<file path="src/rtl/prog_timer.sv">
// prog_timer: programmable down-count timer used as a tick/timeout source
// beside the sequencing FSMs.
//
// A start pulse latches load_val (L), prescale (P) and mode, then runs the
// main counter down from L. The counter moves one step every P+1 clk
// cycles. Expiry happens on the first tick that finds the counter at zero,
// so one run lasts (L+1)*(P+1) cycles. One-shot mode returns to IDLE on
// expiry. Periodic mode reloads L and keeps running.
//
// Ports
//   clk        in   system clock, rising edge
//   rst        in   synchronous active-high reset
//   start      in   pulse: latch L/P/mode and (re)start the count
//   stop       in   pulse: abort a running count (wins over start)
//   clr        in   pulse: clear the sticky expired flag
//   mode       in   0 = one-shot, 1 = periodic
//   load_val   in   terminal count L [WIDTH]
//   prescale   in   prescale value P [PRE_W]
//   count      out  current main counter value [WIDTH]
//   busy       out  1 while running
//   timer_out  out  registered one-cycle pulse per expiry
//   expired    out  sticky expiry flag
//
// state | meaning
// ------+--------------------------------------------------
// IDLE  | not counting; count/pre_cnt hold their last value
// RUN   | prescaler and main counter active

module prog_timer #(
  parameter int WIDTH = 16,
  parameter int PRE_W = 8
) (
  input  logic             clk,
  input  logic             rst,
  input  logic             start,
  input  logic             stop,
  input  logic             clr,
  input  logic             mode,
  input  logic [WIDTH-1:0] load_val,
  input  logic [PRE_W-1:0] prescale,
  output logic [WIDTH-1:0] count,
  output logic             busy,
  output logic             timer_out,
  output logic             expired
);

  typedef enum logic {
    IDLE = 1'b0,
    RUN  = 1'b1
  } state_t;

  state_t             state, state_n;
  logic [PRE_W-1:0]   pre_cnt, pre_cnt_n;
  logic [WIDTH-1:0]   l_reg, l_reg_n;
  logic [PRE_W-1:0]   p_reg, p_reg_n;
  logic               m_reg, m_reg_n;
  logic [WIDTH-1:0]   count_n;
  logic               timer_out_n;
  logic               expired_n;
  logic               tick;

  assign tick = (pre_cnt == p_reg);
  // state is itself a flop, so busy is registered along with it
  assign busy = (state == RUN);

  always_ff @(posedge clk) begin
    if (rst) begin
      state     <= IDLE;
      count     <= '0;
      pre_cnt   <= '0;
      l_reg     <= '0;
      p_reg     <= '0;
      m_reg     <= 1'b0;
      timer_out <= 1'b0;
      expired   <= 1'b0;
    end else begin
      state     <= state_n;
      count     <= count_n;
      pre_cnt   <= pre_cnt_n;
      l_reg     <= l_reg_n;
      p_reg     <= p_reg_n;
      m_reg     <= m_reg_n;
      timer_out <= timer_out_n;
      expired   <= expired_n;
    end
  end

  always_comb begin
    state_n     = state;
    count_n     = count;
    pre_cnt_n   = pre_cnt;
    l_reg_n     = l_reg;
    p_reg_n     = p_reg;
    m_reg_n     = m_reg;
    timer_out_n = 1'b0;
    // clr is applied first so that a same-cycle expiry can set the flag again
    expired_n   = clr ? 1'b0 : expired;

    if (stop) begin
      // stop freezes the counters. A start in the same cycle is ignored.
      state_n = IDLE;
    end else if (start) begin
      l_reg_n   = load_val;
      p_reg_n   = prescale;
      m_reg_n   = mode;
      count_n   = load_val;
      pre_cnt_n = '0;
      expired_n = 1'b0;
      state_n   = RUN;
    end else if (state == RUN) begin
      pre_cnt_n = tick ? '0 : pre_cnt + 1'b1;
      if (tick) begin
        if (count != '0) begin
          count_n = count - 1'b1;
        end else begin
          timer_out_n = 1'b1;
          expired_n   = 1'b1;
          if (m_reg) begin
            count_n = l_reg;
          end else begin
            state_n = IDLE;
          end
        end
      end
    end
  end

endmodule

</file>
<file path="config.mk">
export PLATFORM = sky130hd
export DESIGN_NAME = prog_timer
export DESIGN_NICKNAME = d
export VERILOG_FILES = /design/src/rtl/prog_timer.sv
export SDC_FILE = /design/constraint.sdc
export NUM_CORES = 1
export LEC_CHECK = 0
export ABC_AREA = 1
export CAP_MARGIN = 20
export CORE_MARGIN = 2
export CORE_UTILIZATION = 40
export CTS_CLUSTER_SIZE = 10
export DETAILED_ROUTE_END_ITERATION = 10
export HOLD_SLACK_MARGIN = 0.1
export SLEW_MARGIN = 20
export SYNTH_ARGS = -nofsm -noshare
export SYNTH_HDL_FRONTEND = slang
export SYNTH_SLANG_ARGS = --single-unit
</file>
<file path="constraint.sdc">
create_clock -name clk -period 3.4 [get_ports clk]
set_input_delay 0.51 -clock clk [delete_from_list [all_inputs] [get_ports clk]]
set_output_delay 0.51 -clock clk [all_outputs]
set_load 0.02 [all_outputs]
</file>
# Word-level counts from Yosys, hierarchy flattened
# Cells that the tools add are included.
dict set report word_totals {
  elab_cells 43
  inputBits 30
  regBits 52
}
dict set report classes {
  n_reduce_logical 9
  eq_ne 1
  add_sub_neg 2
  n_bitwise 3
  muxes 20
}
# operator n
set op_table {}
lappend op_table {{16-bit 2-to-1 mux} 5}
lappend op_table {{8-bit 2-to-1 mux} 3}
lappend op_table {{16-bit nonzero test} 1}
lappend op_table {{16-bit by 1-bit subtractor with 16-bit output, second input constant} 1}
lappend op_table {{1-bit 2-to-1 mux} 12}
lappend op_table {{8-bit by 1-bit adder with 8-bit output, second input constant} 1}
lappend op_table {{8-bit == test} 1}
lappend op_table {{5-bit OR reduction} 1}
lappend op_table {{2-bit AND reduction} 2}
lappend op_table {{4-bit AND reduction} 1}
lappend op_table {{2-bit nonzero test} 2}
lappend op_table {{1-bit NOT} 3}
lappend op_table {{3-bit nonzero test} 1}
lappend op_table {{2-bit OR reduction} 1}

# Logic depth before layout (Yosys ltp)
dict set report logic_depth {
  depth_word 6
  ltp_mapped 12
  ltp_nobuf 11
}

# Least setup slack after synthesis
# No wires, ideal clock.
dict set report synth_path {
  kind {reg2reg}
  from {register count[0]}
  to {register count[3]}
  setup_slack_ps 1689
  arrival_time_ps 1572
  setup_ps 139
  path_stages_with_launch 13
  cell_sequence {dfxtp_1 inv_1 ha_1 nand2_2 nor2_4 nand3_1 nand2_1 inv_1 nand3_2 buf_6 buf_12 nand2_1 a21oi_2}
}
dict set report synth_between {
  elab_chain_len 5
}
# item line
set synth_rtl {}
lappend synth_rtl {{from (decl)} 41} ;# output logic [WIDTH-1:0] count,
lappend synth_rtl {{from (signal assigned)} 78} ;# count <= count_n;
lappend synth_rtl {{16-bit by 1-bit subtractor with 16-bit output / 16-bit nonzero test (equally long branches)} {114, 113}}
lappend synth_rtl {{16-bit 2-to-1 mux} 113} ;# if (count != '0) begin
lappend synth_rtl {{16-bit 2-to-1 mux} 112} ;# if (tick) begin
lappend synth_rtl {{16-bit 2-to-1 mux} 110} ;# end else if (state == RUN) begin
lappend synth_rtl {{16-bit 2-to-1 mux} 102} ;# end else if (start) begin
# Parallel ways exist; a longest one is shown, timed or not. The select of a mux whose other input is x is not followed.
# A chain may end at the register's enable or synchronous reset.

# Final worst setup path
dict set report layout_path {
  from {input port start}
  to {register count[6]}
}
dict set report layout_between {
  elab_chain_len 2
}
# item line
set layout_rtl {}
lappend layout_rtl {{from (decl)} 35} ;# input logic start,
lappend layout_rtl {{3-bit nonzero test (no line) / 2-bit nonzero test (equally long branches)} n/a}
lappend layout_rtl {{4-bit AND reduction (no line)} n/a}
# Parallel ways exist; a longest one is shown, timed or not.

==> out/metrics.csv <==
stage,metric,value,unit
status,status,"finished, final reports clean",
clock_network,clk_lat worst skew,0.31,ns
worst_hold_path,Hold Path Class,reg2reg,
clock_network,CTS tree,yes,
layout,share of layout cells above drive strength 1,7.23,%
pwr,Static Leakage,1.56,nW
drt,vias post-DR,2939,
grt,grt ovf,0,
worst_setup_path,reg2reg setup slack,1.20,ns
logic_synthesis,largest family of logic cells by synthesized area,simple AND/OR/NAND/NOR gates,
drt,Pre-antenna DRT Iters,4,
place,Port Buffers,48,
drt,vias per cell,4.92,
floorplanning,DIE HEIGHT,90.2,um
floorplanning,die area,8130,um^2
logic_synthesis,mean cell area of the mapped netlist,6.54,um^2
floorplanning,Rows,31,
worst_setup_path,worst r2r path cells,9,
run,max cap viols,0,
timing,period utilization,70.5,%
timing,"Slew Viols, Final",0,
grt,first-pass GRT wire length,13.1,mm
timing,total negative slack,0,ns
timing,Final Worst Setup Slack,1.00,ns
timing,Slew HR,60.5,%
floorplanning,Core Region,7210,um^2
worst_setup_path,source of the critical timing path,start,
timing,worst slew pin tran,0.592,ns
worst_setup_path,kind of critical path,in2reg,
grt,initial antenna violation count,0,
layout,post-route cell area,3630,um^2
logic_synthesis,"FF+latch count, synth",52,
logic_synthesis,Synth Area in XOR/XNOR,4.42,%
clock_network,Clock transition at path regs,0.11,ns
layout,fin cells,597,
worst_setup_path,Critical Path End Type,flop,
logic_synthesis,post-synthesis adder-cell area fraction,1.26,%
place,placer congestion estimate,0.823,
logic_synthesis,top cell type's share of synthesized area,35.1,%
worst_hold_path,Hold Path End,l_reg[10]$_SDFFE_PP0P_,
logic_synthesis,Area contributors post-synth,"dfxtp_1, nand2_1, nor2_1",
clock_network,clk sinks,52,
logic_synthesis,"count leader, synth",nand2_1,
drt,drt drc,0,
grt,largest net degree at the start of global routing,36,
logic_synthesis,Mapped Nets,487,
floorplanning,Starting Density,41.2,%
place,Post-DP HPWL,5.58,mm
clock_network,number of buffers created by CTS,5,
grt,number of global-route vias before repair,2776,
drt,Routed Antenna Nets,0,
drt,WL final,7.78,mm
worst_setup_path,RR Endpoint,count[8]$_SDFFE_PP0P_,
timing,Tmin final,2.40,ns
drt,routed len/inst,13.0,um
clock_network,H-tree level count,2,
logic_synthesis,top post-synthesis cells by count,"nand2_1, nor2_1, dfxtp_1",
logic_synthesis,Synth area leader,dfxtp_1,
place,placed cell count,589,
clock_network,root buffer cell,clkbuf_8,
drt,drt initial violations,159,
layout,Fillers,772,
timing,fmax,417,MHz
layout,area grow syn2layout,22.2,%
floorplanning,IO Pins,49,
logic_synthesis,synthesized area,2970,um^2
logic_synthesis,Synth Area in Simple Gates,39.2,%
place,pre-CTS setup slack,0.705,ns
worst_setup_path,reg-to-reg critical path startpoint,count[10]$_SDFFE_PP0P_,
worst_setup_path,startpoint type of the worst setup path,input port,
logic_synthesis,ys async rst share,0,%
floorplanning,die width,90.2,um
worst_hold_path,hold path cells,2,
worst_setup_path,arrival time worst endpoint,2.64,ns
clock_network,hold_buf cts,0,
worst_setup_path,Critical Path RT,3.65,ns
timing,unrepaired setup endpoints after global routing,false,
logic_synthesis,"Seq/Total Area, Yosys",35.1,%
pwr,total chip power,1.88,mW
timing,final hold violations,0,
place,placed cell areas,3510,um^2
layout,Final Util,50.3,%
logic_synthesis,Synth Flop Type,dfxtp_1,
logic_synthesis,Synthesis Warnings,0,
layout,ANT cells,0,
pwr,power per cell area,519,nW/um^2
logic_synthesis,Compound-Gate Fraction of Synth Area,11.5,%
pwr,worst vdd ir,0.195,mV
logic_synthesis,Post-synth EDFFs,0,
worst_setup_path,Critical Path Fanout Max,20,
clock_network,clk buf depth,2,
logic_synthesis,Mapped Cells,454,
worst_hold_path,min-delay src,l_reg[10]$_SDFFE_PP0P_,
clock_network,Post-CTS Repair Setup Buffers,0,
timing,final hold slack,0.461,ns
logic_synthesis,Netlist cell types,34,
logic_synthesis,mux cell area share after synthesis,0,%
grt,Total GRT Usage,19.4,%
timing,# setup viols final,0,
clock_network,post-cts resize count,0,
layout,Nets,530,
timing,Clock Skews,0.0118,ns
-- layout make-up --
type / instances / area, um^2 / area share, %
Multi-Input combinational cell: 344 / 1670 / 46.1
Clock buffer: 6 / 82.6 / 2.28
Tap cell: 99 / 124 / 3.41
Sequential cell: 52 / 1040 / 28.7
Inverter: 42 / 158 / 4.35
Clock inverter: 2 / 38.8 / 1.07
Timing Repair Buffer: 52 / 510 / 14.1
-- report_power, final --
part | switching (mW) | leakage (nW) | internal [mW]
registers | 0.0409 | 0.426 | 0.648
logic | 0.461 | 1.07 | 0.275
clock network | 0.215 | 0.0614 | 0.241
-- cell families after synthesis --
| family | count (synthesis) |
|---|---|
| AND/OR/NAND/NOR | 266 |
| AO/OA/AOI/OAI | 60 |
| buffers and inverters | 58 |
| flip-flops | 52 |
| XOR/XNOR | 15 |
| adder cells (fa/ha/maj) | 3 |
-- placed cells by master (no fill, tap or decap), types with 2 or more instances in the layout --
| cell type | synthesis | layout |
|---|---|---|
| nand2_1 | 124 | 124 |
| nor2_1 | 73 | 73 |
| dfxtp_1 | 52 | 52 |
| clkdlybuf4s50_1 | 0 | 48 |
| inv_1 | 39 | 39 |
| nand3_1 | 34 | 34 |
| o21ai_0 | 28 | 28 |
| a21oi_1 | 20 | 20 |
| nand4_1 | 13 | 13 |
| xnor2_1 | 9 | 9 |
| a21oi_2 | 7 | 7 |
| xor2_1 | 6 | 6 |
| clkbuf_8 | 0 | 6 |
| nor3_1 | 5 | 5 |
| nor2_2 | 4 | 4 |
| buf_4 | 1 | 4 |
| inv_2 | 3 | 3 |
| nor2_4 | 3 | 3 |
| ha_1 | 3 | 3 |
| nand2_2 | 2 | 2 |
| o211ai_1 | 2 | 2 |
| a211oi_1 | 2 | 2 |
-- critical path, cell delays in order --
cell,delay (ns)
clkdlybuf4s50_1,0.71
inv_2,0.27
nand2_1,0.17
nand3_2,0.37
inv_2,0.36
nand2_1,0.12
a21oi_2,0.13
-- routing by layer --
metal | up-vias | global-route usage [%] | part of all wire, %
met1 | 1320 | 25.7 | 47
met3 | 7 | 3.19 | 5.6
met4 | 0 | 4.87 | 0.98
met5 | - | 0 | 0
met2 | 68 | 32.7 | 46
li1 | 1544 | - | -
-- how the worst max path moves through the flow --
| stage | endpoint | slack (ns) | depth (start not counted) |
|---|---|---|---|
| 6_report | count[6]$_SDFFE_PP0P_ | 1.00 | 7 |
| 5_1_grt | count[6]$_SDFFE_PP0P_ | 0.85 | 7 |
| 4_1_cts | count[6]$_SDFFE_PP0P_ | 1.02 | 7 |
| 3_5_place_dp | count[6]$_SDFFE_PP0P_ | 0.70 | 7 |
| 3_3_place_gp | count[3]$_SDFFE_PP0P_ | 0.78 | 7 |
| 2_1_floorplan | count[3]$_SDFFE_PP0P_ | 1.69 | 12 |
Power figures use the tool's default switching activity.
